===== src/rtl/alu_op_issue_pkg.sv =====
// Shared types and constants for the ID/EX ALU operation issuer.
// ALUOp encodings match the EX-stage ALU; funct3 values follow the RV64 base ISA.
package alu_op_issue_pkg;

  localparam int XLEN = 64;
  localparam int OP_W = 4;

  typedef logic [OP_W-1:0] alu_op_t;

  localparam alu_op_t ALU_AND = 4'b0000;
  localparam alu_op_t ALU_OR  = 4'b0001;
  localparam alu_op_t ALU_ADD = 4'b0010;
  localparam alu_op_t ALU_SUB = 4'b0110;
  localparam alu_op_t ALU_NOR = 4'b1100;
  localparam alu_op_t ALU_SLL = 4'b0111;

  // Instruction class produced by the main control unit.
  typedef enum logic [1:0] {
    CTRL_MEM = 2'b00,
    CTRL_BR  = 2'b01,
    CTRL_R   = 2'b10,
    CTRL_I   = 2'b11
  } alu_ctrl_e;

  // Branch-type funct3 values, forwarded untouched on br_type.
  localparam logic [2:0] F3_BEQ  = 3'b000;
  localparam logic [2:0] F3_BNE  = 3'b001;
  localparam logic [2:0] F3_BLT  = 3'b100;
  localparam logic [2:0] F3_BGE  = 3'b101;
  localparam logic [2:0] F3_BLTU = 3'b110;
  localparam logic [2:0] F3_BGEU = 3'b111;

  // Arithmetic funct3 values understood by the decoder.
  localparam logic [2:0] F3_ADD = 3'b000;
  localparam logic [2:0] F3_SLL = 3'b001;
  localparam logic [2:0] F3_OR  = 3'b110;
  localparam logic [2:0] F3_AND = 3'b111;

  typedef struct packed {
    logic            valid;
    logic [XLEN-1:0] op_a;
    logic [XLEN-1:0] op_b;
    alu_op_t         alu_op;
    logic            is_branch;
    logic [2:0]      br_type;
    logic            illegal;
  } idex_t;

  // A bubble looks like a harmless ADD of zeros and can never resolve a branch.
  function automatic idex_t idex_bubble();
    idex_t b;
    b           = '0;
    b.alu_op    = ALU_ADD;
    return b;
  endfunction

endpackage


===== src/rtl/alu_op_issue_if.sv =====
// ID-stage to EX-stage bundle: decode inputs, hazard controls and registered ALU operands.
// master = ID stage / hazard unit side, slave = the issuer.
interface alu_op_issue_if;
  import alu_op_issue_pkg::*;

  logic            in_valid;
  logic [1:0]      alu_ctrl;
  logic [2:0]      funct3;
  logic            funct7_b5;
  logic            alu_src;
  logic [XLEN-1:0] rs1_data;
  logic [XLEN-1:0] rs2_data;
  logic [XLEN-1:0] imm;
  logic            stall;
  logic            flush;

  logic            in_ready;
  logic            out_valid;
  logic [XLEN-1:0] op_a;
  logic [XLEN-1:0] op_b;
  alu_op_t         alu_op;
  logic            is_branch;
  logic [2:0]      br_type;
  logic            illegal;

  modport master (
    output in_valid, alu_ctrl, funct3, funct7_b5, alu_src,
           rs1_data, rs2_data, imm, stall, flush,
    input  in_ready, out_valid, op_a, op_b, alu_op, is_branch, br_type, illegal
  );

  modport slave (
    input  in_valid, alu_ctrl, funct3, funct7_b5, alu_src,
           rs1_data, rs2_data, imm, stall, flush,
    output in_ready, out_valid, op_a, op_b, alu_op, is_branch, br_type, illegal
  );

endinterface


===== src/rtl/alu_op_issue_decode.sv =====
// Combinational ALU control: instruction class plus funct3/funct7[5] to ALUOp.
// Unsupported R/I combinations fall back to ADD and raise illegal.
module alu_op_decode
  import alu_op_issue_pkg::*;
(
  input  alu_ctrl_e  alu_ctrl,
  input  logic [2:0] funct3,
  input  logic       funct7_b5,
  output alu_op_t    alu_op,
  output logic       illegal,
  output logic       is_branch
);

  always_comb begin
    // NOTE: every output gets a default before the case so no path leaves one unassigned (no latch).
    alu_op    = ALU_ADD;
    illegal   = 1'b0;
    is_branch = 1'b0;

    case (alu_ctrl)
      CTRL_MEM: alu_op = ALU_ADD;

      CTRL_BR: begin
        alu_op    = ALU_SUB;
        is_branch = 1'b1;
      end

      CTRL_R: begin
        case ({funct3, funct7_b5})
          {F3_ADD, 1'b0}: alu_op = ALU_ADD;
          {F3_ADD, 1'b1}: alu_op = ALU_SUB;
          {F3_AND, 1'b0}: alu_op = ALU_AND;
          {F3_OR,  1'b0}: alu_op = ALU_OR;
          {F3_SLL, 1'b0}: alu_op = ALU_SLL;
          default:        illegal = 1'b1;
        endcase
      end

      CTRL_I: begin
        // For I-type, bit 30 is immediate payload except on the shift encoding.
        case (funct3)
          F3_ADD: alu_op = ALU_ADD;
          F3_AND: alu_op = ALU_AND;
          F3_OR:  alu_op = ALU_OR;
          F3_SLL: begin
            if (!funct7_b5) alu_op  = ALU_SLL;
            else            illegal = 1'b1;
          end
          default: illegal = 1'b1;
        endcase
      end

      default: illegal = 1'b1;
    endcase
  end

endmodule


===== src/rtl/alu_op_issue.sv =====
// ID/EX issuer: decodes ALUOp, muxes operand B and holds the ID/EX register
// with hazard-unit stall (hold) and flush (bubble); flush beats stall.
module alu_op_issue
  import alu_op_issue_pkg::*;
(
  input  logic         clk,
  input  logic         reset_n,
  alu_op_issue_if.slave bus
);

  alu_op_t         dec_alu_op;
  logic            dec_illegal;
  logic            dec_is_branch;
  logic [XLEN-1:0] op_b_sel;

  idex_t idex_d;
  idex_t idex_q;

  alu_op_decode u_decode (
    .alu_ctrl  (alu_ctrl_e'(bus.alu_ctrl)),
    .funct3    (bus.funct3),
    .funct7_b5 (bus.funct7_b5),
    .alu_op    (dec_alu_op),
    .illegal   (dec_illegal),
    .is_branch (dec_is_branch)
  );

  assign op_b_sel = bus.alu_src ? bus.imm : bus.rs2_data;

  always_comb begin
    idex_d = idex_q;
    if (bus.flush) begin
      idex_d = idex_bubble();
    end else if (!bus.stall) begin
      if (bus.in_valid) begin
        idex_d.valid     = 1'b1;
        idex_d.op_a      = bus.rs1_data;
        idex_d.op_b      = op_b_sel;
        idex_d.alu_op    = dec_alu_op;
        idex_d.is_branch = dec_is_branch;
        idex_d.br_type   = dec_is_branch ? bus.funct3 : 3'b000;
        idex_d.illegal   = dec_illegal;
      end else begin
        idex_d = idex_bubble();
      end
    end
  end

  always_ff @(posedge clk or negedge reset_n) begin
    // NOTE: sequential state uses non-blocking assignment so all flops update together at the edge.
    if (!reset_n) idex_q <= '0;
    else          idex_q <= idex_d;
  end

  // Stall back-pressures ID; a flush alone lets ID keep advancing.
  assign bus.in_ready  = ~bus.stall;
  assign bus.out_valid = idex_q.valid;
  assign bus.op_a      = idex_q.op_a;
  assign bus.op_b      = idex_q.op_b;
  assign bus.alu_op    = idex_q.alu_op;
  assign bus.is_branch = idex_q.is_branch;
  assign bus.br_type   = idex_q.br_type;
  assign bus.illegal   = idex_q.illegal;

endmodule


===== src/flat_wrapper.sv =====
// flat-port wrapper written by rule: the top's interface ports become plain ports
module alu_op_issue_flat import alu_op_issue_pkg::*;
  (clk, reset_n, bus_in_valid, bus_alu_ctrl, bus_funct3, bus_funct7_b5, bus_alu_src, bus_rs1_data, bus_rs2_data, bus_imm, bus_stall, bus_flush, bus_in_ready, bus_out_valid, bus_op_a, bus_op_b, bus_alu_op, bus_is_branch, bus_br_type, bus_illegal);
  alu_op_issue_if bus_i ();
  input  logic clk;
  input  logic reset_n;
  input wire logic [$bits(bus_i.in_valid)-1:0] bus_in_valid;
  input wire logic [$bits(bus_i.alu_ctrl)-1:0] bus_alu_ctrl;
  input wire logic [$bits(bus_i.funct3)-1:0] bus_funct3;
  input wire logic [$bits(bus_i.funct7_b5)-1:0] bus_funct7_b5;
  input wire logic [$bits(bus_i.alu_src)-1:0] bus_alu_src;
  input wire logic [$bits(bus_i.rs1_data)-1:0] bus_rs1_data;
  input wire logic [$bits(bus_i.rs2_data)-1:0] bus_rs2_data;
  input wire logic [$bits(bus_i.imm)-1:0] bus_imm;
  input wire logic [$bits(bus_i.stall)-1:0] bus_stall;
  input wire logic [$bits(bus_i.flush)-1:0] bus_flush;
  output wire logic [$bits(bus_i.in_ready)-1:0] bus_in_ready;
  output wire logic [$bits(bus_i.out_valid)-1:0] bus_out_valid;
  output wire logic [$bits(bus_i.op_a)-1:0] bus_op_a;
  output wire logic [$bits(bus_i.op_b)-1:0] bus_op_b;
  output wire logic [$bits(bus_i.alu_op)-1:0] bus_alu_op;
  output wire logic [$bits(bus_i.is_branch)-1:0] bus_is_branch;
  output wire logic [$bits(bus_i.br_type)-1:0] bus_br_type;
  output wire logic [$bits(bus_i.illegal)-1:0] bus_illegal;
  assign bus_i.in_valid = bus_in_valid;
  assign bus_i.alu_ctrl = bus_alu_ctrl;
  assign bus_i.funct3 = bus_funct3;
  assign bus_i.funct7_b5 = bus_funct7_b5;
  assign bus_i.alu_src = bus_alu_src;
  assign bus_i.rs1_data = bus_rs1_data;
  assign bus_i.rs2_data = bus_rs2_data;
  assign bus_i.imm = bus_imm;
  assign bus_i.stall = bus_stall;
  assign bus_i.flush = bus_flush;
  assign bus_in_ready = bus_i.in_ready;
  assign bus_out_valid = bus_i.out_valid;
  assign bus_op_a = bus_i.op_a;
  assign bus_op_b = bus_i.op_b;
  assign bus_alu_op = bus_i.alu_op;
  assign bus_is_branch = bus_i.is_branch;
  assign bus_br_type = bus_i.br_type;
  assign bus_illegal = bus_i.illegal;
  alu_op_issue u_core (.clk(clk), .reset_n(reset_n), .bus(bus_i));
endmodule

===== config.mk =====
export PLATFORM = sky130hd
export DESIGN_NAME = alu_op_issue_flat
export DESIGN_NICKNAME = d
export VERILOG_FILES = /design/src/rtl/alu_op_issue_pkg.sv /design/src/rtl/alu_op_issue_if.sv /design/src/rtl/alu_op_issue_decode.sv /design/src/rtl/alu_op_issue.sv /design/src/flat_wrapper.sv
export SDC_FILE = /design/constraint.sdc
export NUM_CORES = 1
export LEC_CHECK = 0
export CAP_MARGIN = 20
export CORE_AREA = 10 10 159 124
export DETAILED_ROUTE_END_ITERATION = 7
export DIE_AREA = 0 0 169 134
export PLACE_DENSITY = 0.85
export REMOVE_ABC_BUFFERS = 1
export SYNTH_ARGS = -nofsm -noshare
export SYNTH_HDL_FRONTEND = slang
export SYNTH_SLANG_ARGS = --single-unit

===== constraint.sdc =====
create_clock -name clk -period 0.8 [get_ports clk]
set_input_delay 0.16 -clock clk [delete_from_list [all_inputs] [get_ports clk]]
set_output_delay 0.16 -clock clk [all_outputs]
set_load 0.1 [all_outputs]

==> key figures, run 1 <==
Route
  • Vias after detailed routing: 6348
  • Drt wl/cell: 30.0 um
  • WL final: 35200 um
  • Vias per cell: 5.42
  • TritonRoute pass-1 iters: 5
  • Starting DRT DRC Count: between 400 and 500
  • ANT nets after route: 0
  • # DRC: 0

STA
  • TNS Setup: -66730 ps
  • Final cycle utilization of the critical path: 159%
  • Worst setup margin: -470 ps
  • Fin crit period: around 1300 ps
  • Fmax: between 700 and 800 MHz
  • Clock Skew: 0 ps
  • Worst-Margin Slew: 469 ps
  • Rel. slew slack: 67.8%
  • Final setup viols: 274
  • Endpoints failing hold: 0
  • Slew Limit Fails: 0
  • Hold_ws: 184 ps
  • RSZ-0062 raised after global routing: yes

Critical path
  • Critical Path Fanout Max: 2
  • Setup Crit Path Kind: register to output pin
  • Type of origin of the critical path: register
  • Critical Path, Cell by Cell: buf_12
  • Register-to-Register Path Depth: 3
  • CP max-delay cell: dfrtp_1
  • Kind of end point of the critical path: output pin
  • R2r startpoint: u_core.bus.op_a[41]
  • FF-to-FF End: u_core.bus.op_a[41]
  • R2R Setup Slk: -290 ps
  • Kind of cell adding the most delay to the critical path: flip-flops
  • CP arrival: 1110 ps
  • CP required: 640 ps
  • Crit-path max cell delay: around 470 ps
  • Buffer and inverter count on the worst path: 1
  • Stages on worst setup path: 1

Die
  • Starting Density: 33.5%
  • I/O pins: 343
  • Die Area: 22600 um2
  • Core area: 16600 um2
  • Die height: between 100 and 150 um
  • Die outline width: 169 um
  • Cell Rows: 41

Status
  • Failing checks: setup timing
  • Status: finished, violations left

Power and ir drop
  • Total power density per cell area: approximately 1600 nW/um2
  • VDD IR max: 968 uV
  • Pleak: 0.00653 uW

Yosys
  • Yosys reg bits: 137
  • Synth top area cells: dfrtp_1 62%, mux2i_1 12%, a22o_1 11%
  • Dominant cell type by area after synthesis: dfrtp_1
  • Share of the synthesized area in the top cell type: 61.7%
  • Synth Warn #: 0
  • Adder-Cell Fraction of Synth Area: 0%
  • Largest family of logic cells by synthesized area: compound AO/OA/AOI/OAI gates
  • Syn avg cell area: approximately 12 um2
  • Xor/xnor share of the synthesized area: 0%
  • Synth unique cells: 29
  • Mapped cell area: approximately 5600 um2
  • Synth Area in Compound Gates: between 10% and 20%
  • Synth Area in Simple Gates: 5.70%
  • Register area share after synthesis: between 60% and 70%
  • Post-Synthesis Cells: 457
  • Mux cell area share after synthesis: 11.7%

Clock tree
  • H-Tree Depth: 4
  • Number of CTS-inserted buffers: 17
  • CTS tree: done
  • Clock-pin slew of the registers on the worst-case setup and hold paths: 80 ps
  • Root buffer cell: clkbuf_16
  • Clock Latency Late Sink: 420 ps
  • CTS sink count: 137
  • Clock Tree Buf Depth: 2

Placement
  • HPWL Detailed: 19200 um
  • Final GP Congestion: 0.809
  • Port Buffers: 341

Finish
  • Final core occ: 83.1%
  • Area Growth Syn to Fin: 148%
  • Fill count: roughly 730
  • Share of layout cells above drive strength 1: 49.7%
  • Final nets: between 1000 and 1500

Job
  • Max-Cap Viols: 0

Worst hold path
  • Cell count of the worst hold path: 3
  • Hold_sp: bus_funct3[1]
  • Hold Path End: u_core.bus.alu_op[2]
  • Hold WC Path Type: primary input to register

Global route
  • Vias in the first global route: 6965
  • GRT overflow: 0
  • Tot GR Track Use: a little over a quarter
  • First-pass GRT wire length: 45000 um
  • Largest net degree at the start of global routing: 26
  • Initial antenna violation count: 4
[worst min-delay path: stages]
cell	delay, ps
dlygate4sd2_1	230
or4_4	140
o21ai_2	40
[registers in the layout, indices dropped and copies added (netlist names)]
name	count
u_core.bus.alu_op	3
u_core.bus.br_type	3
u_core.bus.illegal	1
u_core.bus.is_branch	1
u_core.bus.op_a	64
u_core.bus.op_b	64
u_core.bus.out_valid	1
[metrics by stage]
| stage | worst slack [ps] | std cells | total power (uW) | cell area [um2] |
|---|---|---|---|---|
| 4_1_cts | -427 | 1149 | 21400 | 13100 |
| 2_1_floorplan | -2020 | 420 | 9980 | 5390 |
| 5_1_grt | -489 | 1171 | 22600 | 13800 |
| 3_5_place_dp | -956 | 1016 | 13000 | 10900 |
| 3_3_place_gp | -838 | 1016 | 12900 | 10900 |
| 6_report | -470 | 1171 | 22100 | 13800 |
[worst max-delay path by stage]
stage,from,endpoint,slack [ps]
5_1_grt,u_core.bus.op_b[23],bus_op_b[23],-490
6_report,u_core.bus.op_b[46],bus_op_b[46],-470
4_1_cts,u_core.bus.op_a[50],bus_op_a[50],-430
2_1_floorplan,bus_flush,u_core.bus.op_a[0],-2020
3_3_place_gp,bus_in_valid,u_core.bus.alu_op[2],-840
3_5_place_dp,bus_flush,u_core.bus.alu_op[2],-960
[kinds of logic (layout without fill, tap and decap cells)]
family | count (synthesis) | count (layout)
AO/OA/AOI/OAI | 140 | 140
flip-flops | 137 | 137
AND/OR/NAND/NOR | 75 | 75
multiplexers | 65 | 65
buffers and inverters | 39 | 536
other | 1 | 3
[metal layers]
layer / wire length [um] / vias up / part of all wire, % / track usage, %
met1: 12600 / 3206 / 36 / 27.8
met2: 18200 / 415 / 52 / 46.0
met5: 21 / - / 0.060 / 0
met4: 1040 / 4 / 3.0 / 9.23
li1: - / 2645 / - / -
met3: 3410 / 78 / 9.7 / 10.9
[cell usage in the layout (no fill, tap or decap), types with 7 or more instances in the layout]
master	netlist	final
nand2_2	0	33
clkbuf_16	0	23
nand2_1	67	7
o21ai_2	0	47
mux2i_1	64	64
nand2_4	0	27
buf_16	0	13
o21ai_1	1	8
buf_4	1	66
buf_12	0	164
dfrtp_2	0	7
dfrtp_1	137	130
o21ai_4	0	10
a22o_1	67	65
buf_6	1	44
buf_8	0	9
clkdlybuf4s50_1	0	193
[where the power goes]
part / internal [uW] / total, uW / leakage, uW / switching, uW
sequential: 7190 / 7560 / 0.00185 / 368
clock: 4090 / 7760 / 0.000267 / 3670
combinational: 3080 / 6760 / 0.00441 / 3680
total: 14400 / 22100 / 0.00653 / 7710
[layout make-up]
type / instances / area, um2 / area share, %
inverters: 2 / 10.0 / 0.0727
clock buffers: 17 / 425 / 3.09
diodes: 2 / 5.00 / 0.0363
well taps: 215 / 269 / 1.95
flip-flops and latches: 137 / 3440 / 25.0
clock inverters: 15 / 131 / 0.954
multi-input cells: 281 / 2590 / 18.8
repair buffers: 502 / 6910 / 50.1
[synth_stat cells]
master / number
buf_1: 2
and2b_1: 1
conb_1: 1
or3b_4: 1
and3_1: 1
dfrtp_1: 137
o21ai_0: 64
nor3b_2: 1
buf_6: 1
nor4b_1: 1
a21o_1: 1
mux2_2: 1
a32o_1: 1
mux2i_1: 64
nand2b_1: 1
or4_1: 1
inv_1: 2
buf_4: 1
clkbuf_1: 20
a211oi_1: 1
buf_2: 13
o21ai_1: 1
nand2_1: 67
o31ai_1: 1
o32a_1: 1
nand3_1: 1
a32oi_1: 2
a31oi_1: 1
a22o_1: 67
[repair_timing]
action | 4_1_cts | 5_1_grt
gates cloned | 24 | 7
endpoints found under the hold margin | 137 | 0
pin swaps | 29 | 73
endpoints found under the setup margin | 275 | 273
hold buffers | 1 | 0
setup buffers | 77 | 38
gates resized for setup | 198 | 163
Note: power is estimated with default switching activity, not from simulation.
==> run 2: changes to the inputs <==
Settings changed: TNS_END_PERCENT set to 50.
==> key figures, run 2 (synthesis results as in run 1) <==
Finish
  • Final Cell Area: 13300 um2 (-3.4%)
  • Fill count: 828 (+13%)
  • Area Growth Syn to Fin: 140%
  • Layout Cells excl Fill: 1169 (-0.17%)
  • Most common cell after layout, fill and taps aside: clkdlybuf4s50_1
  • Final nets: 1142 (-0.26%)
  • Final core occ: 80.3% (-2.8 points)
  • Share of layout cells above drive strength 1: 43.6% (-6.0 points)
  • Commonest non-fill, non-tap cells in the layout: 193 x clkdlybuf4s50_1, 159 x buf_12, 132 x dfrtp_1

Die
  • Cell Rows: 41 (unchanged)
  • Die Area: 22600 um2 (unchanged)
  • Die height: 134 um (unchanged)
  • Core area: 16600 um2 (unchanged)
  • I/O pins: 343 (unchanged)
  • Die outline width: 169 um (unchanged)
  • Starting Density: 33.5% (unchanged)

Status
  • Failing checks: setup timing
  • Status: finished, violations left

Placement
  • Cells after DPL: 1016 (unchanged)
  • Port Buffers: 341 (unchanged)
  • Final GP Congestion: 0.809 (unchanged)
  • HPWL Detailed: 19200 um (unchanged)
  • Placement Cell Area: 10900 um2 (unchanged)

Route
  • TritonRoute pass-1 iters: 5 (unchanged)
  • ANT nets after route: 0 (unchanged)
  • Drt wl/cell: 26.5 um (-12%)
  • Starting DRT DRC Count: 343 (-24%)
  • Vias after detailed routing: 6121 (-3.6%)
  • Vias per cell: 5.24 (-3.4%)
  • WL final: 31000 um (-12%)
  • # DRC: 0 (unchanged)

Critical path
  • CP arrival: 1060 ps (-50 ps)
  • Crit-path max cell delay: 440 ps (-30 ps)
  • CP max-delay cell: dfrtp_1
  • Type of origin of the critical path: register
  • Buffer and inverter count on the worst path: 1 (unchanged)
  • FF-to-FF End: u_core.bus.alu_op[2]
  • Critical Path, Cell by Cell: buf_12
  • R2r startpoint: u_core.bus.alu_op[2]
  • R2R Setup Slk: -240 ps (+50 ps)
  • Critical Path Fanout Max: 2 (unchanged)
  • Setup Crit Path Kind: register to output pin
  • Kind of cell adding the most delay to the critical path: flip-flops
  • Register-to-Register Path Depth: 3 (unchanged)
  • CP required: 640 ps (about the same)
  • Kind of end point of the critical path: output pin
  • Crit path from: u_core.bus.op_a[48]

STA
  • Clock Skew: 0 ps (unchanged)
  • RSZ-0062 raised after global routing: yes
  • Fin crit period: 1220 ps (-45.5 ps)
  • Endpoints failing hold: 0 (unchanged)
  • Worst setup margin: -424 ps (+45.5 ps)
  • Final setup viols: 264 (-3.6%)
  • Final cycle utilization of the critical path: 153% (-5.7 points)
  • Hold_ws: 201 ps (+16.7 ps)
  • Fmax: 817 MHz (+3.7%)
  • Slew Limit Fails: 0 (unchanged)
  • TNS Setup: -68230 ps (-1500 ps)

Power and ir drop
  • P_int: 14300 uW (-0.57%)
  • Pleak: 0.00612 uW (-6.3%)
  • P_sw: 7300 uW (-5.4%)
  • VDD IR max: 1280 uV (+33%)
  • Total power density per cell area: 1620 nW/um2 (+1.2%)
  • Switching Fraction: 33.8% (-1.1 points)
  • Clock power share: 35.2% (about the same)
  • Sequential power share: 34.8% (+0.6 points)
  • Gate power share: 30.0% (-0.6 points)

Clock tree
  • Clock Latency Late Sink: 420 ps (about the same)
  • H-Tree Depth: 4 (unchanged)
  • CTS tree: done
  • Root buffer cell: clkbuf_16
  • CTS sink count: 137 (unchanged)
  • Clock Tree Buf Depth: 2 (unchanged)
  • Number of CTS-inserted buffers: 17 (unchanged)
  • Clock-pin slew of the registers on the worst-case setup and hold paths: 70 ps (about the same)

Global route
  • Initial antenna violation count: 5 (+1)
  • First-pass GRT wire length: 43800 um (-2.6%)
  • GRT overflow: 0 (unchanged)
  • Largest net degree at the start of global routing: 26 (unchanged)
  • Vias in the first global route: 6730 (-3.4%)
  • Tot GR Track Use: 25.5% (-0.69 points)

Worst hold path
  • Hold WC Path Type: primary input to async pin

Job
  • Max-Cap Viols: 0 (unchanged)
run 2: changes by cell type in the layout (fill, tap and decap cells not counted), moves of 6 or more:
cell | previous run | this run
buf_16 | 13 | 22
buf_4 | 66 | 91
buf_6 | 44 | 20
clkbuf_16 | 23 | 17
nand2_1 | 7 | 43
nand2_2 | 33 | 24
nand2_4 | 27 | 0
o21ai_1 | 8 | 24
o21ai_2 | 47 | 39
o21ai_4 | 10 | 2
run 2: metal layers:
layer | up-vias | global-route usage [%] | wire length, um
met5 | - | 0 | 21
met4 | 4 | 9.09 | 792
met3 | 60 | 10.9 | 2820
met2 | 332 | 43.9 | 15900
met1 | 3082 | 27.6 | 11500
li1 | 2643 | - | -
run 2: stage by stage:
stage               setup WS [ps]  power [uW]
global route                 -459       22200
detailed placement           -956       13000
CTS                          -427       21200
global placement             -838       12900
finish                       -424       21600
floorplan                   -2020        9980
run 2: power by group through the flow:
stage          clock (uW)  combinational (uW)  sequential (uW)
2_1_floorplan           0                 562             9420
3_3_place_gp            0                5340             7610
3_5_place_dp            0                5420             7630
4_1_cts              7540                6190             7510
5_1_grt              7990                6670             7540
6_report             7590                6470             7520
run 2: cell type report:
type / instances / area (um2) / area share (%)
diodes: 3 / 7.51 / 0.0564
clock buffers: 17 / 425 / 3.20
clock inverters: 15 / 131 / 0.987
inverters: 2 / 7.51 / 0.0564
multi-input cells: 281 / 2230 / 16.8
flip-flops and latches: 137 / 3430 / 25.8
well taps: 215 / 269 / 2.02
repair buffers: 499 / 6800 / 51.1
run 2: worst max-delay path by stage:
stage | to | slack, ps | depth (start not counted)
2_1_floorplan | u_core.bus.op_a[0] | -2020 | 2
3_3_place_gp | u_core.bus.alu_op[2] | -840 | 4
3_5_place_dp | u_core.bus.alu_op[2] | -960 | 4
4_1_cts | bus_op_a[50] | -430 | 1
5_1_grt | bus_op_a[41] | -460 | 1
6_report | bus_op_a[48] | -420 | 1
run 2: timing repair:
action | 4_1_cts | 5_1_grt
pin swaps | 24 | 18
buffers inserted | 38 | 57
gates cloned | 23 | 0
resized for setup | 188 | 34
endpoints found under the setup margin | 275 | 272
hold buffers | 1 | 0
endpoints found under the hold margin | 137 | 0
